### src/rtl/gpu_reg_pkg.sv
// Shared types and constants for the GPU register-file Avalon initiator.
// Holds the register map, FSM states and the queued command format.
package gpu_reg_pkg;

   localparam int ADDR_W   = 8;
   localparam int DATA_W   = 32;
   localparam int NUM_REGS = 11;

   localparam logic [ADDR_W-1:0] REG_00 = 8'h00;
   localparam logic [ADDR_W-1:0] REG_01 = 8'h01;
   localparam logic [ADDR_W-1:0] REG_02 = 8'h02;
   localparam logic [ADDR_W-1:0] REG_03 = 8'h03;
   localparam logic [ADDR_W-1:0] REG_04 = 8'h04;
   localparam logic [ADDR_W-1:0] REG_05 = 8'h05;
   localparam logic [ADDR_W-1:0] REG_06 = 8'h06;
   localparam logic [ADDR_W-1:0] REG_07 = 8'h07;
   localparam logic [ADDR_W-1:0] REG_08 = 8'h08;
   localparam logic [ADDR_W-1:0] REG_09 = 8'h09;
   localparam logic [ADDR_W-1:0] REG_0A = 8'h0A;

   typedef enum logic [1:0] {
      IDLE,
      ISSUE,
      WAIT_RD,
      RESP
   } state_t;

   typedef struct packed {
      logic              write;
      logic [ADDR_W-1:0] addr;
      logic [DATA_W-1:0] wdata;
   } cmd_t;

endpackage

### src/rtl/gpu_reg_master_if.sv
// Command, response and Avalon-MM signals of the register master.
// master = the initiator block, slave = sequencer plus register file.
interface gpu_reg_master_if;
   import gpu_reg_pkg::*;

   logic              cmd_valid;
   logic              cmd_ready;
   logic              cmd_write;
   logic [ADDR_W-1:0] cmd_addr;
   logic [DATA_W-1:0] cmd_wdata;
   logic [ADDR_W-1:0] avm_address;
   logic              avm_write;
   logic              avm_read;
   logic [DATA_W-1:0] avm_writedata;
   logic              avm_waitrequest;
   logic [DATA_W-1:0] avm_readdata;
   logic              avm_readdatavalid;
   logic              rsp_valid;
   logic [DATA_W-1:0] rsp_rdata;
   logic              rsp_err;
   logic              busy;

   modport master (
      input  cmd_valid, cmd_write, cmd_addr, cmd_wdata,
      input  avm_waitrequest, avm_readdata, avm_readdatavalid,
      output cmd_ready, avm_address, avm_write, avm_read,
      output avm_writedata, rsp_valid, rsp_rdata, rsp_err, busy
   );

   modport slave (
      output cmd_valid, cmd_write, cmd_addr, cmd_wdata,
      output avm_waitrequest, avm_readdata, avm_readdatavalid,
      input  cmd_ready, avm_address, avm_write, avm_read,
      input  avm_writedata, rsp_valid, rsp_rdata, rsp_err, busy
   );

endinterface

### src/rtl/gpu_reg_cmd_fifo.sv
// Synchronous command FIFO; pointers carry one extra wrap bit
// so that full and empty are told apart without a counter.
module gpu_reg_cmd_fifo
   import gpu_reg_pkg::*;
#(
   parameter int DEPTH = 8
) (
   input  logic clk,
   input  logic reset,
   input  logic i_push,
   input  logic i_pop,
   input  cmd_t i_data,
   output cmd_t o_data,
   output logic o_full,
   output logic o_empty
);

   localparam int AW = $clog2(DEPTH);

   cmd_t         r_mem [DEPTH];
   logic [AW:0]  r_wptr;
   logic [AW:0]  r_rptr;
   logic         w_push;
   logic         w_pop;

   assign o_empty = (r_wptr == r_rptr);
   assign o_full  = (r_wptr[AW] != r_rptr[AW]) &&
                    (r_wptr[AW-1:0] == r_rptr[AW-1:0]);
   assign w_pop   = i_pop & ~o_empty;
   assign w_push  = i_push & (~o_full | w_pop);
   assign o_data  = r_mem[r_rptr[AW-1:0]];

   // advance read/write pointers on accepted push/pop
   always_ff @(posedge clk or posedge reset) begin
      if (reset) begin
         r_wptr <= '0;
         r_rptr <= '0;
      end else begin
         if (w_push) r_wptr <= r_wptr + 1'b1;
         if (w_pop)  r_rptr <= r_rptr + 1'b1;
      end
   end

   // storage array, no reset needed
   always_ff @(posedge clk) begin
      if (w_push) r_mem[r_wptr[AW-1:0]] <= i_data;
   end

endmodule

### src/rtl/gpu_reg_master.sv
// Avalon-MM initiator for the GPU register file: queues commands,
// issues one transfer at a time and returns one response each.
module gpu_reg_master
   import gpu_reg_pkg::*;
#(
   parameter int FIFO_DEPTH = 8,
   parameter int RD_TIMEOUT = 255
) (
   input  logic      clk,
   input  logic      reset,
   gpu_reg_master_if.master bus
);

   localparam int CNT_W = $clog2(RD_TIMEOUT + 1);
   localparam logic [ADDR_W-1:0] MAX_ADDR = ADDR_W'(NUM_REGS - 1);

   state_t            r_state;
   state_t            w_next;
   cmd_t              w_head;
   cmd_t              w_cmd_in;
   logic              w_full;
   logic              w_empty;
   logic              w_push;
   logic              w_pop;
   logic              w_bad;
   logic              w_timeout;
   logic [CNT_W-1:0]  r_cnt;
   logic [CNT_W-1:0]  w_cnt_inc;
   logic              r_avm_write;
   logic              r_avm_read;
   logic [ADDR_W-1:0] r_avm_addr;
   logic [DATA_W-1:0] r_avm_wdata;
   logic [DATA_W-1:0] r_rsp_rdata;
   logic              r_rsp_err;

   assign w_cmd_in  = '{write: bus.cmd_write,
                        addr:  bus.cmd_addr,
                        wdata: bus.cmd_wdata};
   assign w_push    = bus.cmd_valid & ~w_full;
   assign w_bad     = (w_head.addr > MAX_ADDR);
   assign w_cnt_inc = r_cnt + 1'b1;
   assign w_timeout = (w_cnt_inc == CNT_W'(RD_TIMEOUT));

   gpu_reg_cmd_fifo #(.DEPTH(FIFO_DEPTH)) u_fifo (
      .clk     (clk),
      .reset   (reset),
      .i_push  (w_push),
      .i_pop   (w_pop),
      .i_data  (w_cmd_in),
      .o_data  (w_head),
      .o_full  (w_full),
      .o_empty (w_empty)
   );

   // FSM state register
   always_ff @(posedge clk or posedge reset) begin
      if (reset) r_state <= IDLE;
      else       r_state <= w_next;
   end

   // next state and FIFO pop
   always_comb begin
      w_next = r_state;
      w_pop  = 1'b0;
      case (r_state)
         IDLE: begin
            if (!w_empty) begin
               w_pop  = 1'b1;
               w_next = w_bad ? RESP : ISSUE;
            end
         end
         ISSUE: begin
            if (!bus.avm_waitrequest)
               w_next = r_avm_read ? WAIT_RD : RESP;
         end
         WAIT_RD: begin
            if (bus.avm_readdatavalid || w_timeout)
               w_next = RESP;
         end
         RESP:    w_next = IDLE;
         default: w_next = IDLE;
      endcase
   end

   // Avalon outputs, timeout counter and response registers
   always_ff @(posedge clk or posedge reset) begin
      if (reset) begin
         r_avm_write <= 1'b0;
         r_avm_read  <= 1'b0;
         r_avm_addr  <= '0;
         r_avm_wdata <= '0;
         r_cnt       <= '0;
         r_rsp_rdata <= '0;
         r_rsp_err   <= 1'b0;
      end else begin
         case (r_state)
            IDLE: begin
               r_rsp_rdata <= '0;
               r_rsp_err   <= 1'b0;
               if (w_pop && w_bad) begin
                  r_rsp_err <= 1'b1;
               end else if (w_pop) begin
                  r_avm_write <= w_head.write;
                  r_avm_read  <= ~w_head.write;
                  r_avm_addr  <= w_head.addr;
                  r_avm_wdata <= w_head.write ? w_head.wdata : '0;
               end
            end
            ISSUE: begin
               if (!bus.avm_waitrequest) begin
                  r_avm_write <= 1'b0;
                  r_avm_read  <= 1'b0;
                  r_avm_addr  <= '0;
                  r_avm_wdata <= '0;
                  r_cnt       <= '0;
                  r_rsp_err   <= 1'b0;
                  r_rsp_rdata <= '0;
               end
            end
            WAIT_RD: begin
               r_cnt <= w_cnt_inc;
               if (bus.avm_readdatavalid) begin
                  r_rsp_rdata <= bus.avm_readdata;
                  r_rsp_err   <= 1'b0;
               end else if (w_timeout) begin
                  r_rsp_rdata <= '0;
                  r_rsp_err   <= 1'b1;
               end
            end
            default: begin
               r_rsp_rdata <= '0;
               r_rsp_err   <= 1'b0;
            end
         endcase
      end
   end

   assign bus.cmd_ready     = ~w_full;
   assign bus.avm_address   = r_avm_addr;
   assign bus.avm_write     = r_avm_write;
   assign bus.avm_read      = r_avm_read;
   assign bus.avm_writedata = r_avm_wdata;
   assign bus.rsp_valid     = (r_state == RESP);
   assign bus.rsp_rdata     = r_rsp_rdata;
   assign bus.rsp_err       = r_rsp_err;
   assign bus.busy          = ~w_empty | (r_state != IDLE);

endmodule

### src/flat_wrapper.sv
// flat-port wrapper written by rule: the top's interface ports become plain ports
module gpu_reg_master_flat import gpu_reg_pkg::*;
#(
   parameter int FIFO_DEPTH = 8,
   parameter int RD_TIMEOUT = 255
)
  (clk, reset, bus_cmd_valid, bus_cmd_write, bus_cmd_addr, bus_cmd_wdata, bus_avm_waitrequest, bus_avm_readdata, bus_avm_readdatavalid, bus_cmd_ready, bus_avm_address, bus_avm_write, bus_avm_read, bus_avm_writedata, bus_rsp_valid, bus_rsp_rdata, bus_rsp_err, bus_busy);
  gpu_reg_master_if bus_i ();
  input  logic clk;
  input  logic reset;
  input wire logic [$bits(bus_i.cmd_valid)-1:0] bus_cmd_valid;
  input wire logic [$bits(bus_i.cmd_write)-1:0] bus_cmd_write;
  input wire logic [$bits(bus_i.cmd_addr)-1:0] bus_cmd_addr;
  input wire logic [$bits(bus_i.cmd_wdata)-1:0] bus_cmd_wdata;
  input wire logic [$bits(bus_i.avm_waitrequest)-1:0] bus_avm_waitrequest;
  input wire logic [$bits(bus_i.avm_readdata)-1:0] bus_avm_readdata;
  input wire logic [$bits(bus_i.avm_readdatavalid)-1:0] bus_avm_readdatavalid;
  output wire logic [$bits(bus_i.cmd_ready)-1:0] bus_cmd_ready;
  output wire logic [$bits(bus_i.avm_address)-1:0] bus_avm_address;
  output wire logic [$bits(bus_i.avm_write)-1:0] bus_avm_write;
  output wire logic [$bits(bus_i.avm_read)-1:0] bus_avm_read;
  output wire logic [$bits(bus_i.avm_writedata)-1:0] bus_avm_writedata;
  output wire logic [$bits(bus_i.rsp_valid)-1:0] bus_rsp_valid;
  output wire logic [$bits(bus_i.rsp_rdata)-1:0] bus_rsp_rdata;
  output wire logic [$bits(bus_i.rsp_err)-1:0] bus_rsp_err;
  output wire logic [$bits(bus_i.busy)-1:0] bus_busy;
  assign bus_i.cmd_valid = bus_cmd_valid;
  assign bus_i.cmd_write = bus_cmd_write;
  assign bus_i.cmd_addr = bus_cmd_addr;
  assign bus_i.cmd_wdata = bus_cmd_wdata;
  assign bus_i.avm_waitrequest = bus_avm_waitrequest;
  assign bus_i.avm_readdata = bus_avm_readdata;
  assign bus_i.avm_readdatavalid = bus_avm_readdatavalid;
  assign bus_cmd_ready = bus_i.cmd_ready;
  assign bus_avm_address = bus_i.avm_address;
  assign bus_avm_write = bus_i.avm_write;
  assign bus_avm_read = bus_i.avm_read;
  assign bus_avm_writedata = bus_i.avm_writedata;
  assign bus_rsp_valid = bus_i.rsp_valid;
  assign bus_rsp_rdata = bus_i.rsp_rdata;
  assign bus_rsp_err = bus_i.rsp_err;
  assign bus_busy = bus_i.busy;
  gpu_reg_master #(.FIFO_DEPTH(FIFO_DEPTH), .RD_TIMEOUT(RD_TIMEOUT)) u_core (.clk(clk), .reset(reset), .bus(bus_i));
endmodule
### config.mk
export PLATFORM = sky130hd
export DESIGN_NAME = gpu_reg_master_flat
export DESIGN_NICKNAME = d
export VERILOG_FILES = /design/src/rtl/gpu_reg_pkg.sv /design/src/rtl/gpu_reg_master_if.sv /design/src/rtl/gpu_reg_cmd_fifo.sv /design/src/rtl/gpu_reg_master.sv /design/src/flat_wrapper.sv
export SDC_FILE = /design/constraint.sdc
export NUM_CORES = 1
export LEC_CHECK = 0
export CAP_MARGIN = 40
export CORE_ASPECT_RATIO = 0.6
export CORE_MARGIN = 4
export CORE_UTILIZATION = 57
export DETAILED_ROUTE_END_ITERATION = 12
export PLACE_DENSITY = 0.77
export RECOVER_POWER = 25
export SYNTH_ARGS = -nofsm -noshare
export SYNTH_HDL_FRONTEND = slang
export SYNTH_SLANG_ARGS = --single-unit
### constraint.sdc
create_clock -name clk -period 5.01 [get_ports clk]
set_input_delay 1.2525 -clock clk [delete_from_list [all_inputs] [get_ports clk]]
set_output_delay 1.2525 -clock clk [all_outputs]
set_load 0.02 [all_outputs]
Word-level counts from Yosys, hierarchy flattened
Memories as Yosys holds them, arrays and structs flattened.
Index checks and enable logic that the tools add are counted.

word-level totals
  bits of input ports = 78
  RAM bits = 328
  memories kept = 1
  logic and storage cells = 81
  register bits after elaboration = 93

cells by class
  order comparisons = 1
  reductions and logical operators = 11
  equality and inequality tests = 13
  bitwise operators = 8
  multiplexer cells = 34
  add/subtract/negate cells = 3

memories
  name                 words  bits a word  read ports  clocked after Yosys merged registers in  wr ports  RTL line                RTL
  u_core.u_fifo.r_mem  8      41           1           0                                        1         gpu_reg_cmd_fifo.sv:20  cmd_t r_mem [DEPTH];

operators with widths
  operator               number
  $mux W32               6
  $pmux W32 S2           2
  $pmux W8 S2            2
  $mux W8                3
  $mux W1                13
  $add A4 B1 Y4 const B  2
  $add A8 B1 Y8 const B  1
  $eq A8 B8 Y1 const B   1
  $gt A8 B4 Y1 const B   1
  $mux W2                4
  $ne A2 B2 Y1 const B   4
  $pmux W2 S4            1
  $reduce_bool A2 Y1     3
  $eq A2 B2 Y1 const B   2
  $eq A4 B4 Y1           1
  $pmux W1 S2            2
  $reduce_and A2 Y1      2
  $reduce_and A4 Y1      1
  $and A1 B1 Y1          3
  $eq A3 B3 Y1           1
  $ne A3 B2 Y1 const B   1
  $not A1 Y1             3
  $pmux W1 S3            1
  $reduce_and A3 Y1      1
  7 further kinds        9

Logic depth before layout (Yosys ltp)
Gate-level depths: netlist of run 1.

  depth in word-level cells = 8
  mapped depth = 9

Modules after synthesis
From an unflattened synthesis of run 1, not the netlist that was laid out.

unflattened totals
  cells, all modules = 877
  area, all modules = 16557.1 um2

by module, submodules not included
  module            instances  area each (um2)  cells an instance  seq. area each (um2)
  gpu_reg_cmd_fifo  1          12958.7          534                10049.6
  gpu_reg_master    1          3598.5           343                2127.0

Least setup slack after synthesis of run 1
No wires, ideal clock.

  kind = in2reg
  start point = in bus_cmd_valid
  end point = mem u_core.u_fifo.r_mem[0][0] (netlist bit), enable pin
  setup time = 0.490 ns
  data required time = 4.520 ns
  path slack = 0.040 ns
  cell stages on the path = 4
  arrival = 4.480 ns
  buffers on the path = 1
  cell sequence = and2_1 clkbuf_1 nand2b_1 nor3_1

between the ends
  longest elaborated chain between the ends = 4

RTL lines
  item                           RTL line                RTL
  start, declared                flat_wrapper.sv:11      input wire logic [$bits(bus_i.cmd_valid)-1:0] bus_cmd_valid;
  $and A1 B1 Y1                  gpu_reg_master.sv:39    assign w_push = bus.cmd_valid & ~w_full;
  $and A1 B1 Y1                  gpu_reg_cmd_fifo.sv:30  assign w_push = i_push & (~o_full | w_pop);
  $mux W1                        gpu_reg_cmd_fifo.sv:46  if (w_push) r_mem[r_wptr[AW-1:0]] <= i_data;
  $mux W1 (not written as such)  gpu_reg_cmd_fifo.sv:46
  end, declared                  gpu_reg_cmd_fifo.sv:20

Every way passes these cells.

Worst setup path in the final report of run 1
  start point = reg u_core.u_fifo.r_rptr[0]
  end point = out bus_busy

between the ends
  longest elaborated chain between the ends = 3

RTL lines
  item                    RTL line                RTL
  start, declared         gpu_reg_cmd_fifo.sv:22  logic [AW:0] r_rptr;
  start signal, assigned  gpu_reg_cmd_fifo.sv:40  if (w_pop) r_rptr <= r_rptr + 1'b1;
  $eq A4 B4 Y1            gpu_reg_cmd_fifo.sv:26  assign o_empty = (r_wptr == r_rptr);
  $not A1 Y1              gpu_reg_master.sv:146   assign bus.busy = ~w_empty | (r_state != IDLE);
  $or A1 B1 Y1            gpu_reg_master.sv:146
  end, declared           flat_wrapper.sv:26      output wire logic [$bits(bus_i.busy)-1:0] bus_busy;

Every way passes these cells.

==> flow_summary_export.csv, run 1 <==
group,metric,value,unit
synthesis,syn-cell-area,16570,µm²
clock_tree,cts_sinks,421,
worst_setup_path,crit_path_end_kind,"primary output",
routing,m1WireLength,16070,µm
clock_tree,ctsResizeCount,0,
synthesis,synth_fp_nets,987,
pwr,p_int,0.007816,W
timing,slew_violations,0,
layout,antenna_cells,0,
pwr,total_power,0.01166,W
synthesis,syn_area_per_cell,18.39,µm²
worst_setup_path,critical_path_class,"register to primary output",
clock_tree,cts_tree,"yes",
placed_design,place_congestion,0.7821,
clock_tree,clk_latency,0.53,ns
synthesis,ys_async_sr_fraction,0.2209,
pwr,vdd_ir_drop_max,0.0003562,V
floorplanning,design.core.area,28710,µm²
pwr,p_comb_frac,0.318,
grt,grt_pass1_wl,55140,µm
routing,top_layer,"met5",
clock_tree,clock_path_buffers,3,
timing,fmax,0.2532,GHz
floorplanning,die-area,31950,µm²
worst_setup_path,crit_required,3.76,ns
pwr,powerDensity,584.9,nW/µm²
clock_tree,root_buffer,"clkbuf_16",
timing,tightest_slew,0.8958,ns
floorplanning,ios,156,
clock_tree,clkSlewWorstSetupHoldPaths,0.07,ns
layout,nets,1151,
routing,wl_met3,2304,µm
worst_setup_path,start_kind,"register",
routing,wl_per_cell,24.03,µm
timing,whs,0.4834,ns
synthesis,synth_cell_types,39,
timing,hold_viol,0,
routing,vias,8782,
timing,max_slew_margin,0.4028,
pwr,seq_power_share,0.423,
pwr,leakagePower,6.890,nW
worst_setup_path,arrival,2.70,ns
grt,grt_antenna_before_repair,1,
worst_setup_path,crit_fanout,40,
placed_design,port_buffers,155,
timing,fin_crit_sh,0.7883,
clock_tree,cts_made_buffers,38,
layout,drive_gt1_frac,0.1974,
flow_run,drv_cap,0,
clock_tree,cts_max_level,2,
synthesis,synth-seq-cells,421,
grt,track_usage,0.2247,
floorplanning,rows,48,
routing,dr.pass1.iters,5,
synthesis,synth-main-ff-cell,"edfxtp_1",
routing,drt_wl_total,35290,µm
layout,syn2layout_area_growth,20.28,%
pwr,swShare,0.3295,
grt,grt_pass1_vias,9098,
timing,rsz0062_at_grt,"false",
routing,vias_per_cell,5.978,
timing,setup_tns,0,ns
floorplanning,die_h,140.1,µm
routing,postRouteAntennaNets,0,
timing,fin_crit,3.949,ns
routing,drc,0,
synthesis,synth_warnings,0,
pwr,p_switching,0.003841,W
floorplanning,initial_core_util,0.5772,
hold_path,hp-class,"register to register",
timing,skew,0.01036,ns
timing,fin_ws,1.061,ns
routing,dr_wl_met2,16450,µm
pwr,clockPowerShare,0.259,
grt,grt_max_degree,51,
synthesis,synthCells,901,
timing,setup_viol,0,
grt,gr-total-overflow,0,
clock_tree,postCtsSetupBuffers,0,
routing,drtIter0Drc,916,
floorplanning,dieWidth,228.1,µm
clock_tree,cts_hold_buf,0,
synthesis,synth_edf_count,328,
placed_design,place_ws,1.329,ns
placed_design,hpwl,20730,µm
synthesis,seq_area_frac_synth,0.7348,
run_status,status,"completed",
-- cells in the mapped netlist, types with 2 or more instances --
library cell	instances	area [µm²]
nand2b_1	9	56.30
edfxtp_1	328	9849
mux2_2	3	33.78
buf_1	3	11.26
o31ai_1	5	37.54
buf_6	6	67.56
nand2_1	61	229.0
inv_1	41	153.9
nor2_1	15	56.30
xnor2_1	7	61.31
a22o_1	2	17.52
buf_2	17	85.08
nand4_1	36	225.2
and2_1	8	50.05
nor3_1	5	25.02
o21ai_0	45	225.2
a21oi_1	4	20.02
mux4_2	82	1847
dfrtp_1	93	2327
nand3_1	2	10.01
mux2i_1	43	430.4
and4_1	2	17.52
o31ai_2	30	375.4
ha_1	8	100.1
clkbuf_1	30	112.6
xor2_1	3	26.28
-- power groups by stage --
stage               clock network (W)  registers (W)  logic (W)
floorplan                           0        0.00493    0.00255
global placement                    0        0.00496    0.00365
detailed placement                  0        0.00499    0.00371
CTS                           0.00307        0.00493    0.00376
global route                  0.00324        0.00500    0.00401
finish                        0.00302        0.00493    0.00371
-- layout make-up --
type	count	area, µm²
Timing Repair Buffer	180	1789
Multi-Input combinational cell	383	4036
Clock buffer	43	991.0
Clock inverter	26	301.5
Inverter	41	156.4
Sequential cell	421	12190
Fill cell	1815	8776
Tap cell	375	469.2
-- flip-flops by register name (all words and copies together) (netlist names), 2 cells and up --
signal	cells
u_core.u_fifo.r_mem	328
u_core.bus.rsp_rdata	32
u_core.r_state	2
u_core.r_cnt	8
u_core.u_fifo.r_wptr	4
u_core.bus.avm_address	8
u_core.u_fifo.r_rptr	4
u_core.bus.avm_writedata	32
-- critical path, cell delays in order, from the launching register on --
cell             delay (ns)
dfrtp_4                0.96
xnor2_1                0.22
and4_1                 0.26
nand2_1                0.10
clkdlybuf4s50_1        0.61
-- routing by layer --
| metal | vias to the layer above | GRT usage |
|---|---|---|
| met5 | - | 0 |
| met4 | 2 | 0.04409 |
| met3 | 43 | 0.04329 |
| met2 | 326 | 0.3407 |
| met1 | 4561 | 0.3504 |
| li1 | 3850 | - |
-- cells in the final DEF (no fill, tap or decap), types with 4 or more instances in the layout --
master	Yosys	routed
clkbuf_1	30	4
ha_1	8	8
nor2_4	0	6
inv_1	41	40
o31ai_1	5	5
o21ai_0	45	45
clkbuf_16	0	39
clkinvlp_4	0	6
xnor2_1	7	7
edfxtp_1	328	328
buf_4	0	21
dfrtp_1	93	90
nand4_1	36	36
clkdlybuf4s50_1	0	124
mux4_2	82	82
nand2b_1	9	9
nand2_1	61	61
clkinv_1	0	4
clkinv_2	0	6
buf_12	0	4
bufinv_16	0	6
and2_1	8	8
mux2i_1	43	43
a21oi_1	4	4
o31ai_2	30	30
nor2_1	15	9
dlygate4sd3_1	0	31
-- metrics by stage --
step                        util  instances  area, µm²
after floorplan                -        901      16570
after CTS                 0.6943       1469      19930
after global placement    0.6493       1400      18640
final                     0.6943       1469      19930
after detailed placement  0.6493       1400      18640
after global routing      0.6943       1469      19930
-- cell families after synthesis --
family	synth area share
flip-flops	0.7348
AND/OR/NAND/NOR	0.04183
multiplexers	0.1395
XOR/XNOR	0.005286
adder cells (fa/ha/maj)	0.006041
AO/OA/AOI/OAI	0.04659
buffers and inverters	0.02597
-- worst paths after layout --
| check | cells past startpoint | end | startpoint | slack [ns] |
|---|---|---|---|---|
| min in group asynchronous | 2 | u_core.bus.avm_writedata[18] | reset | 1.18 |
| max in group asynchronous | 3 | u_core.bus.rsp_rdata[1] | reset | 2.99 |
| max reg2reg | 7 | u_core.bus.avm_writedata[29] | u_core.u_fifo.r_rptr[0] | 1.50 |
| min | 1 | u_core.bus.avm_address[5] | u_core.bus.avm_address[5] | 0.48 |
| max | 4 | bus_busy | u_core.u_fifo.r_rptr[0] | 1.06 |
| min reg2reg | 1 | u_core.bus.avm_address[5] | u_core.bus.avm_address[5] | 0.48 |
Power figures use the tool's default switching activity.
==> run 2, diff against run 1 <==
==> constraint.sdc (replaced) <==
create_clock -name clk -period 3.95 [get_ports clk]
set_input_delay 0.9875 -clock clk [delete_from_list [all_inputs] [get_ports clk]]
set_output_delay 0.9875 -clock clk [all_outputs]
set_load 0.02 [all_outputs]
==> run 2 against run 1 <==
The run now ends with capacitance limit, slew limit left. Power increased by 26%. Die area unchanged. Routed wire length increased by 0.73%. Highest routed layer is now met4.
==> flow_summary_export.csv, run 2 (same netlist as run 1, synthesis figures left out) <==
group,metric,value,unit
clock_tree,ctsResizeCount,0,
routing,drtIter0Drc,941,
timing,setup_tns,0,ns
flow_run,drv_cap,1,
worst_setup_path,cp_slowest_stage_delay,0.89,ns
clock_tree,clock_path_buffers,3,
worst_setup_path,start_kind,"register",
worst_setup_path,crit_chain,"xnor2_1 > and4_1 > nand2_1 > clkdlybuf4s50_1",
routing,vias_per_cell,5.942,
routing,drc,0,
worst_setup_path,critical_path_cell_count,4,
worst_setup_path,crit_family,"flip-flops",
grt,grt_antenna_before_repair,1,
floorplanning,dieWidth,228.1,µm
timing,slew_violations,1,
timing,fin_crit,3.552,ns
clock_tree,cts_sinks,421,
timing,fin_crit_sh,0.8992,
timing,fmax,0.2815,GHz
grt,grt_pass1_wl,55770,µm
layout,drive_gt1_frac,0.1985,
worst_setup_path,r2r_cells,6,
timing,tightest_slew,1.495,ns
worst_setup_path,slowest_stage,"dfrtp_4",
layout,layout_commonest_cell,"edfxtp_1",
worst_setup_path,crit_required,2.96,ns
clock_tree,root_buffer,"clkbuf_16",
timing,skew,0.01540,ns
hold_path,hp-class,"register to register",
timing,max_slew_margin,-0.002303,
grt,track_usage,0.2280,
clock_tree,cts_made_buffers,38,
floorplanning,design.core.area,28710,µm²
floorplanning,ios,156,
pwr,leakagePower,6.918,nW
routing,dr.pass1.iters,7,
layout,layout_common_cells,"edfxtp_1, clkdlybuf4s50_1, dfrtp_1",
worst_setup_path,critical_path_class,"register to primary output",
floorplanning,rows,48,
floorplanning,die-area,31950,µm²
clock_tree,cts_max_level,2,
hold_path,holdPathStages,2,
floorplanning,initial_core_util,0.5772,
grt,grt_pass1_vias,9028,
worst_setup_path,crit_fanout,36,
grt,gr-total-overflow,0,
routing,vias,8758,
layout,nets,1154,
clock_tree,cts_tree,"yes",
layout,syn2layout_area_growth,20.36,%
clock_tree,cts_hold_buf,0,
worst_setup_path,r2r_slack,0.90,ns
timing,hold_viol,0,
clock_tree,clkSlewWorstSetupHoldPaths,0.06,ns
pwr,powerDensity,737.0,nW/µm²
worst_setup_path,crit_path_end_kind,"primary output",
run_status,status,"finished, violations left",
worst_setup_path,crit_buf_inv,1,
placed_design,hpwl,21620,µm
worst_setup_path,arrival,2.56,ns
layout,largest_register_ffs,328,
clock_tree,clk_latency,0.53,ns
routing,wl_per_cell,24.12,µm
floorplanning,die_h,140.1,µm
run_status,violations,"capacitance limit, slew limit",
pwr,vdd_ir_drop_max,0.0004334,V
placed_design,place_congestion,0.7723,
timing,setup_viol,0,
grt,grt_max_degree,69,
routing,postRouteAntennaNets,0,
timing,rsz0062_at_grt,"false",
clock_tree,postCtsSetupBuffers,0,
placed_design,port_buffers,155,
routing,drt_wl_total,35550,µm
pwr,total_power,0.01470,W
[run 2: routing by layer]
metal,vias up,share of wire,global-route usage
li1,3865,-,-
met3,50,0.067,0.04817
met2,319,0.47,0.3589
met5,-,0,0
met4,0,0.015,0.04506
met1,4524,0.44,0.3398
[run 2: path summary, 6_finish.rpt]
| check | start | to |
|---|---|---|
| max in group asynchronous | reset | u_core.u_fifo.r_rptr[0] |
| hold / removal | u_core.bus.avm_address[2] | u_core.bus.avm_address[2] |
| min in group asynchronous | reset | u_core.bus.avm_writedata[15] |
| hold reg to reg | u_core.bus.avm_address[2] | u_core.bus.avm_address[2] |
| setup / recovery | u_core.u_fifo.r_rptr[0] | bus_busy |
| setup reg to reg | u_core.u_fifo.r_rptr[0] | u_core.bus.avm_writedata[7] |
[run 2: power breakdown]
group,total (W),internal [W],switching (W)
clock network,0.00366,0.00207,0.00159
logic,0.00489,0.00210,0.00279
registers,0.00615,0.00565,0.000502
total,0.0147,0.00982,0.00488
[run 2: worst min-delay path: stages, from the launching register on]
cell and delay [ns]:
dfrtp_1 0.34, nand2_1 0.05, o31ai_1 0.06
[run 2: layout make-up]
| type | instances | area (µm²) |
|---|---|---|
| Clock inverter | 18 | 117.6 |
| Tap cell | 375 | 469.2 |
| Sequential cell | 421 | 12190 |
| Multi-Input combinational cell | 383 | 4049 |
| Antenna cell | 1 | 2.502 |
| Inverter | 41 | 155.1 |
| Clock buffer | 52 | 1127 |
| Timing Repair Buffer | 183 | 1837 |
| Fill cell | 1830 | 8762 |
[run 2: through the flow]
step | instances | util | hold slack, ns | setup slack, ns | area, µm²
2_1_floorplan | 901 | - | 0.4617 | 0.1778 | 16580
3_3_place_gp | 1403 | 0.6514 | 0.4631 | 0.8019 | 18700
3_5_place_dp | 1403 | 0.6514 | 0.4667 | 0.7726 | 18700
4_1_cts | 1473 | 0.6947 | 0.4812 | 0.3492 | 19940
5_1_grt | 1474 | 0.6948 | 0.4986 | 0.2080 | 19950
6_report | 1474 | 0.6948 | 0.4805 | 0.3980 | 19950
